<file path="src/rtl/weight_stream_fifo_if.sv">
// rtl/weight_stream_fifo_if.sv - input-word and output-element handshake bundle for weight_stream_fifo
interface weight_stream_fifo_if #(
  parameter int IN_W   = 32,
  parameter int ELEM_W = 16
);
  logic              in_valid;
  logic              in_ready;
  logic [IN_W-1:0]   in_data;
  logic              out_valid;
  logic              out_ready;
  logic [ELEM_W-1:0] out_data;

  modport slave (
    input  in_valid, in_data, out_ready,
    output in_ready, out_valid, out_data
  );

  modport master (
    output in_valid, in_data, out_ready,
    input  in_ready, out_valid, out_data
  );
endinterface

</file>
<file path="src/rtl/weight_stream_fifo.sv">
// rtl/weight_stream_fifo.sv - width-converting weight FIFO, IN_W words in, ELEM_W elements out
// Optional kernel replay enabled by defining WGT_BUF_REPLAY_EN.
module weight_stream_fifo #(
  parameter  int IN_W   = 32,
  parameter  int ELEM_W = 16,
  parameter  int DEPTH  = 32,
  localparam int CNT_W  = $clog2(DEPTH + 1)
) (
  input  logic             i_clk,
  input  logic             i_rst,
  input  logic             i_flush,
  weight_stream_fifo_if.slave s_if,
  output logic [CNT_W-1:0] o_count
`ifdef WGT_BUF_REPLAY_EN
  ,
  input  logic [CNT_W-1:0] i_kern_len,
  input  logic [7:0]       i_reuse_num
`endif
);

  localparam int RATIO = IN_W / ELEM_W;
  localparam int PTR_W = $clog2(DEPTH);
  localparam logic [CNT_W-1:0] RATIO_C = CNT_W'(RATIO);
  localparam logic [CNT_W-1:0] DEPTH_C = CNT_W'(DEPTH);

  logic [ELEM_W-1:0] r_mem [DEPTH];
  logic [PTR_W-1:0]  r_wr_ptr;
  logic [PTR_W-1:0]  r_rd_ptr;
  logic [CNT_W-1:0]  r_count;

  logic              w_push;
  logic              w_pop;
  logic              w_in_ready;
  logic              w_out_valid;
  logic [CNT_W-1:0]  w_dec;

  // in_ready depends only on the registered occupancy, never on out_ready
  assign w_in_ready = (r_count <= (DEPTH_C - RATIO_C));
  assign w_push     = s_if.in_valid & w_in_ready;
  assign w_pop      = w_out_valid & s_if.out_ready;

  assign s_if.in_ready  = w_in_ready;
  assign s_if.out_valid = w_out_valid;
  assign s_if.out_data  = r_mem[r_rd_ptr];
  assign o_count        = r_count;

`ifdef WGT_BUF_REPLAY_EN
  localparam logic [0:0] ST_PASS   = 1'b0;
  localparam logic [0:0] ST_REWIND = 1'b1;

  logic [0:0]       r_state;
  logic [PTR_W-1:0] r_cm_ptr;
  logic [CNT_W-1:0] r_rd_off;
  logic [7:0]       r_pass_cnt;
  logic             r_started;
  logic [CNT_W-1:0] r_klen;
  logic [7:0]       r_reuse;

  logic [CNT_W-1:0] w_klen;
  logic [7:0]       w_reuse;
  logic             w_last;
  logic             w_free;

  // kernel parameters are latched on the first pop and held until the kernel is freed
  assign w_klen      = r_started ? r_klen  : i_kern_len;
  assign w_reuse     = r_started ? r_reuse : i_reuse_num;
  assign w_out_valid = (r_state == ST_PASS) && (r_count >= w_klen);
  assign w_last      = w_pop && (r_rd_off == (w_klen - CNT_W'(1)));
  assign w_free      = w_last && (r_pass_cnt >= w_reuse);
  assign w_dec       = w_free ? w_klen : '0;
`else
  assign w_out_valid = (r_count != '0);
  assign w_dec       = w_pop ? CNT_W'(1) : '0;
`endif

  always_ff @(posedge i_clk) begin
    if (i_rst) begin
      for (int i = 0; i < DEPTH; i++) r_mem[i] <= '0;
      r_wr_ptr <= '0;
      r_rd_ptr <= '0;
      r_count  <= '0;
`ifdef WGT_BUF_REPLAY_EN
      r_state    <= ST_PASS;
      r_cm_ptr   <= '0;
      r_rd_off   <= '0;
      r_pass_cnt <= '0;
      r_started  <= 1'b0;
      r_klen     <= '0;
      r_reuse    <= '0;
`endif
    end else if (i_flush) begin
      r_wr_ptr <= '0;
      r_rd_ptr <= '0;
      r_count  <= '0;
`ifdef WGT_BUF_REPLAY_EN
      r_state    <= ST_PASS;
      r_cm_ptr   <= '0;
      r_rd_off   <= '0;
      r_pass_cnt <= '0;
      r_started  <= 1'b0;
`endif
    end else begin
      // element-wise write so a word straddling the wrap splits cleanly
      if (w_push) begin
        for (int k = 0; k < RATIO; k++)
          r_mem[r_wr_ptr + PTR_W'(k)] <= s_if.in_data[k*ELEM_W +: ELEM_W];
        r_wr_ptr <= r_wr_ptr + PTR_W'(RATIO);
      end
      r_count <= r_count + (w_push ? RATIO_C : '0) - w_dec;
`ifdef WGT_BUF_REPLAY_EN
      case (r_state)
        ST_PASS: begin
          if (w_pop) begin
            r_rd_ptr <= r_rd_ptr + PTR_W'(1);
            if (!r_started) begin
              r_started <= 1'b1;
              r_klen    <= i_kern_len;
              r_reuse   <= i_reuse_num;
            end
            if (w_last) begin
              r_rd_off <= '0;
              if (w_free) begin
                r_cm_ptr   <= r_cm_ptr + w_klen[PTR_W-1:0];
                r_pass_cnt <= '0;
                r_started  <= 1'b0;
              end else begin
                r_pass_cnt <= r_pass_cnt + 8'd1;
                r_state    <= ST_REWIND;
              end
            end else begin
              r_rd_off <= r_rd_off + CNT_W'(1);
            end
          end
        end
        default: begin
          r_rd_ptr <= r_cm_ptr;
          r_state  <= ST_PASS;
        end
      endcase
`else
      if (w_pop) r_rd_ptr <= r_rd_ptr + PTR_W'(1);
`endif
    end
  end

endmodule
</file>
<file path="src/flat_wrapper.sv">
// flat-port wrapper written by rule: the top's interface ports become plain ports
module weight_stream_fifo_flat 
#(
  parameter  int IN_W   = 32,
  parameter  int ELEM_W = 16,
  parameter  int DEPTH  = 32,
  localparam int CNT_W  = $clog2(DEPTH + 1)
)
  (i_clk, i_rst, i_flush, o_count, s_if_in_valid, s_if_in_data, s_if_out_ready, s_if_in_ready, s_if_out_valid, s_if_out_data);
  weight_stream_fifo_if #(.IN_W(IN_W), .ELEM_W(ELEM_W)) s_if_i ();
  input  logic i_clk;
  input  logic i_rst;
  input  logic i_flush;
  output logic [CNT_W-1:0] o_count;
  input wire logic [$bits(s_if_i.in_valid)-1:0] s_if_in_valid;
  input wire logic [$bits(s_if_i.in_data)-1:0] s_if_in_data;
  input wire logic [$bits(s_if_i.out_ready)-1:0] s_if_out_ready;
  output wire logic [$bits(s_if_i.in_ready)-1:0] s_if_in_ready;
  output wire logic [$bits(s_if_i.out_valid)-1:0] s_if_out_valid;
  output wire logic [$bits(s_if_i.out_data)-1:0] s_if_out_data;
  assign s_if_i.in_valid = s_if_in_valid;
  assign s_if_i.in_data = s_if_in_data;
  assign s_if_i.out_ready = s_if_out_ready;
  assign s_if_in_ready = s_if_i.in_ready;
  assign s_if_out_valid = s_if_i.out_valid;
  assign s_if_out_data = s_if_i.out_data;
  weight_stream_fifo #(.IN_W(IN_W), .ELEM_W(ELEM_W), .DEPTH(DEPTH)) u_core (.i_clk(i_clk), .i_rst(i_rst), .i_flush(i_flush), .s_if(s_if_i), .o_count(o_count));
endmodule
</file>
<file path="config.mk">
export PLATFORM = sky130hd
export DESIGN_NAME = weight_stream_fifo_flat
export DESIGN_NICKNAME = d
export VERILOG_FILES = /design/src/rtl/weight_stream_fifo_if.sv /design/src/rtl/weight_stream_fifo.sv /design/src/flat_wrapper.sv
export SDC_FILE = /design/constraint.sdc
export NUM_CORES = 1
export LEC_CHECK = 0
export ABC_AREA = 1
export BUFFER_PORTS_ARGS = -buffer_cell sky130_fd_sc_hd__buf_2
export CAP_MARGIN = 0
export CORE_ASPECT_RATIO = 2
export CORE_UTILIZATION = 30
export CTS_BUF_LIST = sky130_fd_sc_hd__clkbuf_4 sky130_fd_sc_hd__clkbuf_8
export DETAILED_ROUTE_END_ITERATION = 10
export SYNTH_ARGS = -nofsm -noshare
export SYNTH_HDL_FRONTEND = slang
export SYNTH_SLANG_ARGS = --single-unit
</file>
<file path="constraint.sdc">
create_clock -name i_clk -period 9.6 [get_ports i_clk]
set_input_delay 1.44 -clock i_clk [delete_from_list [all_inputs] [get_ports i_clk]]
set_output_delay 1.44 -clock i_clk [all_outputs]
set_load 0.01 [all_outputs]
</file>
Word-level counts from Yosys, hierarchy flattened
Memory sizes are Yosys's and may differ from the RTL's. A register that Yosys moved wholly into a read port is not among the register bits.
Cells that the tools add are included.
{"block": "word_totals", "regBits": 16, "ramBits": 512, "input_bits": 37, "out_inout_bits": 24, "elab_cells": 32, "mem_count": 1}
{"block": "op_classes", "add_sub_neg": 5, "n_lt_le_gt_ge": 1, "n_mux": 16, "bitwise_logic": 2, "reduce_logical": 4}
{"memory": "u_core.r_mem", "words": 32, "width": 16, "read_ports": 1, "rd_ports_with_merged_regs": 1, "wr": 32, "line": "weight_stream_fifo.sv:26", "text": "logic [ELEM_W-1:0] r_mem [DEPTH];"}
{"cell": "$mux 16", "count": 2}
{"cell": "$reduce_or 16->1", "count": 2}
{"cell": "$mux 5", "count": 4}
{"cell": "$add 5x1->5 const B", "count": 2}
{"cell": "$mux 1", "count": 9}
{"cell": "$add 6x6->6", "count": 1}
{"cell": "$le 6x5->1 const B", "count": 1}
{"cell": "$reduce_bool 6->1", "count": 1}
{"cell": "$sub 6x6->6", "count": 1}
{"cell": "$add 5x2->5 const B", "count": 1}
{"cell": "$and 1x1->1", "count": 2}
{"cell": "$mux 2", "count": 1}
{"cell": "$reduce_or 2->1", "count": 1}

Depth between registers and ports, before layout
Gate-level depths: netlist of the first run.
{"block": "logic_depth", "ltp_word": 8, "ltp_mapped": 15, "depth_no_buf": 15}

Least setup slack after synthesis of the first run
OpenSTA, ideal clock, no wires.
{"block": "synth_path", "path_type": "input-to-reg", "start": "input i_flush", "end": "memory u_core.r_mem[0][0] (enable)", "setup_ns": 0.466, "arrival_time_ns": 4.239, "required_time_ns": 9.134, "setup_slack_ns": 4.895, "stages": 4, "path_buffers": 1, "path_cell_list": "nor2_4 nand4_1 buf_2 o21ai_0"}
{"element": "start: declaration", "line": "flat_wrapper.sv:13", "text": "input logic i_flush;"}
{"element": "end: declaration", "line": "weight_stream_fifo.sv:26"}

==> impl_results.md, run 1 <==
* Remaining Overflow, GRT at 0
* Max-cap violations at 0
* Netlist cell types at 25
* Skew-Pair Late Insertion Delay at 0.68 ns
* Synthesized instance count at 2531
* Commonest non-fill, non-tap cell in the layout: nand2_1
* Max Transition Viols Final at 0
* NumNets Final at 2542
* Clock Skew at ~0.03 ns
* Met1 Wirelength at 27.23 mm
* Die span in x at ~200 um
* Vias per std cell at 5.108
* Core ar. at 80380 um^2
* Port buffer count at 60
* Hold_buf cts at 0
* Final hold slack at roughly 0.51 ns
* IO Count at between 60 and 70
* Hpwl dp at about 43 mm
* Worst-path clk slew at 0.08 ns
* Root buffer cell: clkbuf_8
* Detail Route Antenna Nets at 0
* Crit path max-delay family: buffers and inverters
* Fin. Hold Viols at 0
* Routed met3 length at 5.049 mm
* Vias in the first global route at 18190
* Top sig layer: met4
* Fin crit period at about 5.5 ns
* Critical path fanouts, max at 82
* Hold crit path type: flop to flop
* Sequence of cells on the critical path: buf_4 > buf_4 > nand2_1 > nand3_1 > nand3_1 > nand2_1 > nand2_1 > nand2_1 > nand2_1 > nand2_1 > buf_2
* Slowest-stage cell, CP: buf_4
* GP Congestion at 0.7795
* Crit-path max cell delay at between 0.8 and 0.9 ns
* Clock share of power at approximately a third
* Switching Share at 30.69%
* TritonRoute pass-1 iters at 5
* Initial Utilization at 30.30%
* Num CTS Buffers at 71
* Die Ht at between 400 and 500 um
* Syn-to-layout area delta at 10.09%
* Setup Fix Bufs, Post-CTS at 0
* Die Area at approximately 82000 um^2
* Clk buf depth at 3
* Slew Limit Headroom at between 10% and 20%
* WP data required at 8.16 ns
* Crit path DAT at 4.10 ns
* First-pass GRT wire length at ~110 mm
* Power per cell area at 201.1 nW/um^2
* Combinational power share at 18.4%
* Worst Setup End Kind: primary output
* VDD IR-drop max at 0.0001275 V
* Cell Area, Synth at 24360 um^2
* RSZ-0062 raised after global routing: no
* Iter 0 DRT Violations at about 1500
* Final WL at 77.36 mm
* Layout cell share with drive strength beyond 1 at under 10%
* Outcome: complete, no violations
* Syn avg cell area at between 9 and 10 um^2
* Row cnt at 147
* Net Sw Power at approximately 1.7 mW
* Synthesis Warnings at 0
* CTS tree: built
* Leak pwr at 10.30 nW
* Met2 WL at 40.72 mm
* Maximum clock frequency at 180.6 MHz
* Kind of critical path: flop to primary output
* Seq pwr share at approximately half
* Synth Register Bits at 532
* Syn_nets at between 2000 and 3000
* PostCTS Resize Cnt at 0
* Total number of vias at 18340
* Setup TNS at 0 ns
* H-tree Lvls at 3
* Wirelength per Cell at 21.54 um
* Register area share after synthesis at 64.77%
* CTS Sinks at 532
* Final setup fails at 0
* Largest net degree at the start of global routing at 167
* DR DRC count at 0
* Tcrit/Tclk final at between 50 and 60%
* Crit-path most repeated cell: nand2_1
* Total Routing Usage GR at 18.85%
* Crit start category: flop
* Bufs and invs on worst path at 3
* Int Pwr at 3.738 mW
* Initial antenna violation count at 5
* Most frequent cells in the layout: 733 x nand2_1, 512 x edfxtp_1, 388 x nand3_1
* Worst-margin pin slew at 1.273 ns
-- state kept, by name, indices dropped and copies added (netlist names), named ones only --
register and flops:
u_core.r_mem 512, u_core.o_count 6, u_core.r_rd_ptr 5, u_core.r_wr_ptr 4
-- logic make-up after synthesis --
| group | share of synthesized area, % |
|---|---|
| AOI/OAI and AO/OA | 0.6113 |
| xor gates and xnor gates | 0.03596 |
| adders and majority gates | 0.6986 |
| buffers and inverters | 4.721 |
| DFF | 64.77 |
| and+or+nand+nor | 29.17 |
-- through the flow --
step                util, %  worst slack (ns)  total power [mW]  instance area (um^2)  instances
floorplan                 -             4.895             3.409                 24360       2531
global placement      31.68             4.700             3.748                 25460       3462
detailed placement    31.68             4.724             3.758                 25460       3462
CTS                   33.36             3.971             5.429                 26810       3589
global route          33.36             3.790             5.633                 26810       3590
finish                33.36             4.064             5.393                 26820       3591
-- routing by layer --
metal,vias to the layer above,GRT usage [%]
li1,8442,-
met3,211,1.971
met4,0,11.20
met2,818,34.66
met1,8872,20.66
met5,-,0
-- layout make-up --
| class | count | area [um^2] |
|---|---|---|
| fillers | 8043 | 53560 |
| repair buffers | 97 | 590.6 |
| clock buffers | 95 | 1176 |
| diodes | 2 | 5.005 |
| multi-input cells | 1723 | 7518 |
| clock inverters | 32 | 171.4 |
| flip-flops and latches | 532 | 15790 |
| inverters | 67 | 261.5 |
| well taps | 1043 | 1305 |
-- worst paths after layout --
kind                              startpoint                                end  cells past startpoint  slack, ns
min reg2reg  u_core.r_rd_ptr[3]$_SDFFE_PP0N_                               flop                      2       0.51
min          u_core.r_rd_ptr[3]$_SDFFE_PP0N_                               flop                      2       0.51
max                                     flop                   s_if_out_data[3]                     11       4.06
max reg2reg     u_core.o_count[2]$_SDFF_PP0_  u_core.r_mem[5][10]$_SDFFCE_PN0P_                      9       6.22
-- worst register-to-register path, delay by kind of cell, from the launching register on --
family / cells / cell delay [ns]
simple gates: 6 / 1.47
fa+ha+maj: 1 / 0.21
flops: 1 / 0.44
compound gates: 1 / 0.07
buf+inv: 1 / 0.51
-- cell usage after synthesis, drive strengths merged --
master / n / share of area [%]
fa: 1 / 0.082
inv: 67 / 1.0
a21oi: 11 / 0.27
clkbuf: 98 / 1.5
nor4: 2 / 0.051
o21ai: 15 / 0.31
ha: 12 / 0.62
buf: 111 / 2.2
nand2: 746 / 12
a21o: 1 / 0.031
nand3: 396 / 8.3
nor3: 169 / 3.5
xor2: 1 / 0.036
edfxtp: 512 / 63
nor2: 367 / 5.7
nand4: 1 / 0.026
nor3b: 1 / 0.031
dfxtp: 20 / 1.6
-- power groups by stage --
stage	logic [mW]	registers (mW)	clock network [mW]
after floorplan	0.684	2.73	0
after detailed placement	1.01	2.75	0
final	0.994	2.70	1.70
after CTS	1.01	2.70	1.72
after global placement	1.00	2.75	0
after global routing	1.12	2.71	1.80
No activity file was read; power rests on OpenSTA's default activity.
==> run 2, diff against run 1 <==
ABC_AREA = 0   (was 1)
clock period = 5.1 ns   (was 9.6 ns; I/O delays follow)
==> run 2 against run 1 <==
Hold slack got worse by 0.050 ns. Clock-buffer cell count fell by 10. Critical endpoint is now s_if_out_data[13]. Synthesized area rose by 0.90%. First-iteration DRC count fell by 26%. Sequential power rose by 86%. Clock skew rose by 0.0050 ns. Register-to-register slack got worse by 4.7 ns. Critical path depth fell by 4. Largest cell class unchanged. Total power rose by 71%.
==> impl_results.md, run 2 <==
* Root buffer cell: clkbuf_8
* Clock Skew at 0.03448 ns (+0.004976 ns)
* Initial Utilization at 30.23% (-0.073 points)
* Flop2flop setup slack at 1.51 ns (-4.71 ns)
* IO Count at 61 (unchanged)
* Vias in the first global route at 15100 (-17%)
* Final Util at 33.53% (+0.17 points)
* GP Congestion at 0.8584 (+10%)
* Kind of critical path: flop to primary output
* Row cnt at 148 (+0.68%)
* Maximum clock frequency at 241.1 MHz
* Most frequent cells in the layout: 514 x and2_1, 512 x edfxtp_1, 257 x mux2i_1
* Setup Fix Bufs, Post-CTS at 0 (unchanged)
* Post-Synth Simple-Gate Area at 16.98% (-12 points)
* Cell taking the most area after synthesis: edfxtp_1
* NumNets Final at 1875 (-26%)
* Post-synthesis xor/xnor area fraction at 0.2851% (+0.25 points)
* Final setup fails at 0 (unchanged)
* Max-cap violations at 0 (unchanged)
* Hold_buf cts at 0 (unchanged)
* Largest net degree at the start of global routing at 63 (-62%)
* Die Area at 83140 um^2 (+0.89%)
* Wirelength per Cell at 22.87 um (+6.2%)
* Worst-margin pin slew at 1.005 ns (-0.2673 ns)
* Hpwl dp at 43.93 mm (+3.1%)
* Setup ws final at 0.9521 ns (-3.112 ns)
* Syn-to-layout area delta at 10.91%
* Die Ht at 406.8 um (+0.45%)
* Largest family of logic cells by synthesized area: simple AND/OR/NAND/NOR gates
* Clk buf depth at 3 (unchanged)
* H-tree Lvls at 3 (unchanged)
* Setup TNS at 0 ns (unchanged)
* RSZ-0062 raised after global routing: no
* Pre-CTS worst setup slack at 1.300 ns (-3.424 ns)
* CTS tree: built
* Crit path DAT at 3.38 ns (-0.72 ns)
* TritonRoute pass-1 iters at 5 (unchanged)
* Detail Route Antenna Nets at 0 (unchanged)
* Tcrit/Tclk final at 81.33%
* Filler cells at 7816 (-2.8%)
* Synth Register Bits at 532 (unchanged)
* Iter 0 DRT Violations at 1120 (-26%)
* First-pass GRT wire length at 96.83 mm (-15%)
* Syn avg cell area at 13.57 um^2 (+41%)
* Fin cells at 2930 (-18%)
* Biggest register: u_core.r_mem
* Synthesis Warnings at 0 (unchanged)
* Port buffer count at 60 (unchanged)
* Initial antenna violation count at 6 (+1)
* Crit start category: flop
* Die span in x at 204.4 um (+0.44%)
* Top FF cell, synth: edfxtp_1
* Synthesized instance count at 1811 (-28%)
* Top-count cell post-synth: and2_1
* Number of flip-flops in the largest register at 512 (unchanged)
* Core ar. at 81290 um^2 (+1.1%)
* Register area share after synthesis at 64.19% (-0.58 points)
* Hold crit path type: primary input to flop
* VDD IR-drop max at 0.0001313 V (+3.0%)
* Top cells by area, synth: edfxtp_1 63%, and2_1 13%, mux2i_1 10%
* Total number of vias at 14390 (-22%)
* WP data required at 4.34 ns (-3.82 ns)
* Post-DP Area at 25910 um^2 (+1.7%)
* Final WL at 67.01 mm (-13%)
* Cell Area, Synth at 24580 um^2 (+0.90%)
* Hold Path Stages at 3 (+1)
* PostCTS Resize Cnt at 0 (unchanged)
* Max Transition Viols Final at 0 (unchanged)
* Number of synthesized flops with an enable pin at 512 (unchanged)
* Fin crit period at around 4.1 ns
* Hold EP: u_core.o_count[1]$_SDFF_PP0_
* Placed insts at 2805 (-19%)
* Final instance area at 27260 um^2 (+1.6%)
* Final hold slack at 0.4619 ns (-0.04976 ns)
* Num CTS Buffers at 68 (-4.2%)
* Most frequent cells after synthesis: 515 x and2_1, 512 x edfxtp_1, 257 x mux2i_1
* Worst-path clk slew at 0.08 ns (about the same)
* Critical path fanouts, max at 30 (-63%)
* Worst Setup End Kind: primary output
* Remaining Overflow, GRT at 0 (unchanged)
* Asr flop ratio synth at 0% (unchanged)
* Worst reg2reg path endpoint: u_core.r_mem[15][11]$_SDFFCE_PN0P_
* Leak pwr at 9.374 nW (-9.0%)
* Mux cell area share after synthesis at 10.47% (+10 points)
* Power Total at 9.222 mW (+71%)
* DR DRC count at 0 (unchanged)
* Total Routing Usage GR at 16.12% (-2.7 points)
* Outcome: complete, no violations
* Top-area cell type share of the netlist area at 62.56% (-0.56 points)
* Hold_sp: i_flush
* Netlist cell types at 42 (+68%)
* Power per cell area at 338.3 nW/um^2 (+68%)
* Reg2reg path depth at 8 (-1)
* Fin. Hold Viols at 0 (unchanged)
* Worst reg2reg path startpoint: u_core.o_count[2]$_SDFF_PP0_
* Syn_nets at 1861 (-28%)
* Layout cell share with drive strength beyond 1 at 13.07% (+3.3 points)
* Skew-Pair Late Insertion Delay at 0.68 ns (about the same)
* Adder-cell area share of the yosys netlist at 0.6924% (-0.0062 points)
* Slew Limit Headroom at 32.98% (+18 points)
* CTS Sinks at 532 (unchanged)
* Commonest non-fill, non-tap cell in the layout: and2_1
* Vias per std cell at 4.912 (-3.8%)
* Post-synthesis compound-gate area fraction at 4.424% (+3.8 points)
-- run 2: cell count changes in the layout (fill, tap and decap cells not counted), moves of 150 or more --
cell     previous run  this run
and2_1              0       514
nor3_1            166        16
nand3_1           388        32
nor2_1            365        15
mux2i_1             0       257
nand2_1           733        40
-- run 2: kinds of logic (layout without fill, tap and decap cells) --
group                    after synthesis  in the layout
AND/OR/NAND/NOR                      685            685
flip-flops                           532            532
multiplexers                         257            257
buffers and inverters                163            226
AO/OA/AOI/OAI                        153            153
adder cells (fa/ha/maj)               13             13
XOR/XNOR                               8              8
other                                  0              6
-- run 2: layout make-up --
type                       instances  area (um^2)  share of cell area, %
antenna                            6        15.01                0.05509
sequential                       532        15780                  57.89
clock inverter                    34        244.0                 0.8952
tap                             1050         1314                  4.820
inverter                          12        45.04                 0.1653
clock buffer                      85         1089                  3.994
timing repair buffer              95        613.1                  2.249
multi-input combinational       1116         8158                  29.93
-- run 2: where the power goes --
part / switching [mW] / internal (mW)
Sequential: 0.0739 / 4.95
Clock: 1.61 / 1.56
Combinational: 0.687 / 0.334
-- run 2: critical path, cell delays in order, from the launching register on --
cell     delay (ns)
dfxtp_1        0.45
and2_2         0.84
buf_4          0.38
a22o_1         0.18
nor3_1         0.06
a31oi_1        0.38
nand3_1        0.19
buf_2          0.19
-- run 2: worst max path at each step --
| stage | from | end | slack (ns) |
|---|---|---|---|
| final | flop | s_if_out_data[13] | 0.95 |
| after global routing | flop | s_if_out_data[13] | 0.80 |
| after CTS | flop | s_if_out_data[13] | 0.85 |
| after detailed placement | i_rst | u_core.r_mem[15][11]$_SDFFCE_PN0P_ | 1.30 |
| after global placement | i_rst | u_core.r_mem[14][12]$_SDFFCE_PN0P_ | 1.44 |
| after floorplan | u_core.o_count[5]$_SDFF_PP0_ | u_core.o_count[5]$_SDFF_PP0_ | 2.37 |
-- run 2: per-layer routing --
| layer | part of all wire (%) | track usage, % | vias to the layer above |
|---|---|---|---|
| met4 | 3.9 | 7.908 | 6 |
| met5 | 0.051 | 0 | - |
| met1 | 36 | 16.53 | 7336 |
| met3 | 4.1 | 2.533 | 128 |
| met2 | 56 | 31.07 | 379 |
| li1 | - | - | 6542 |
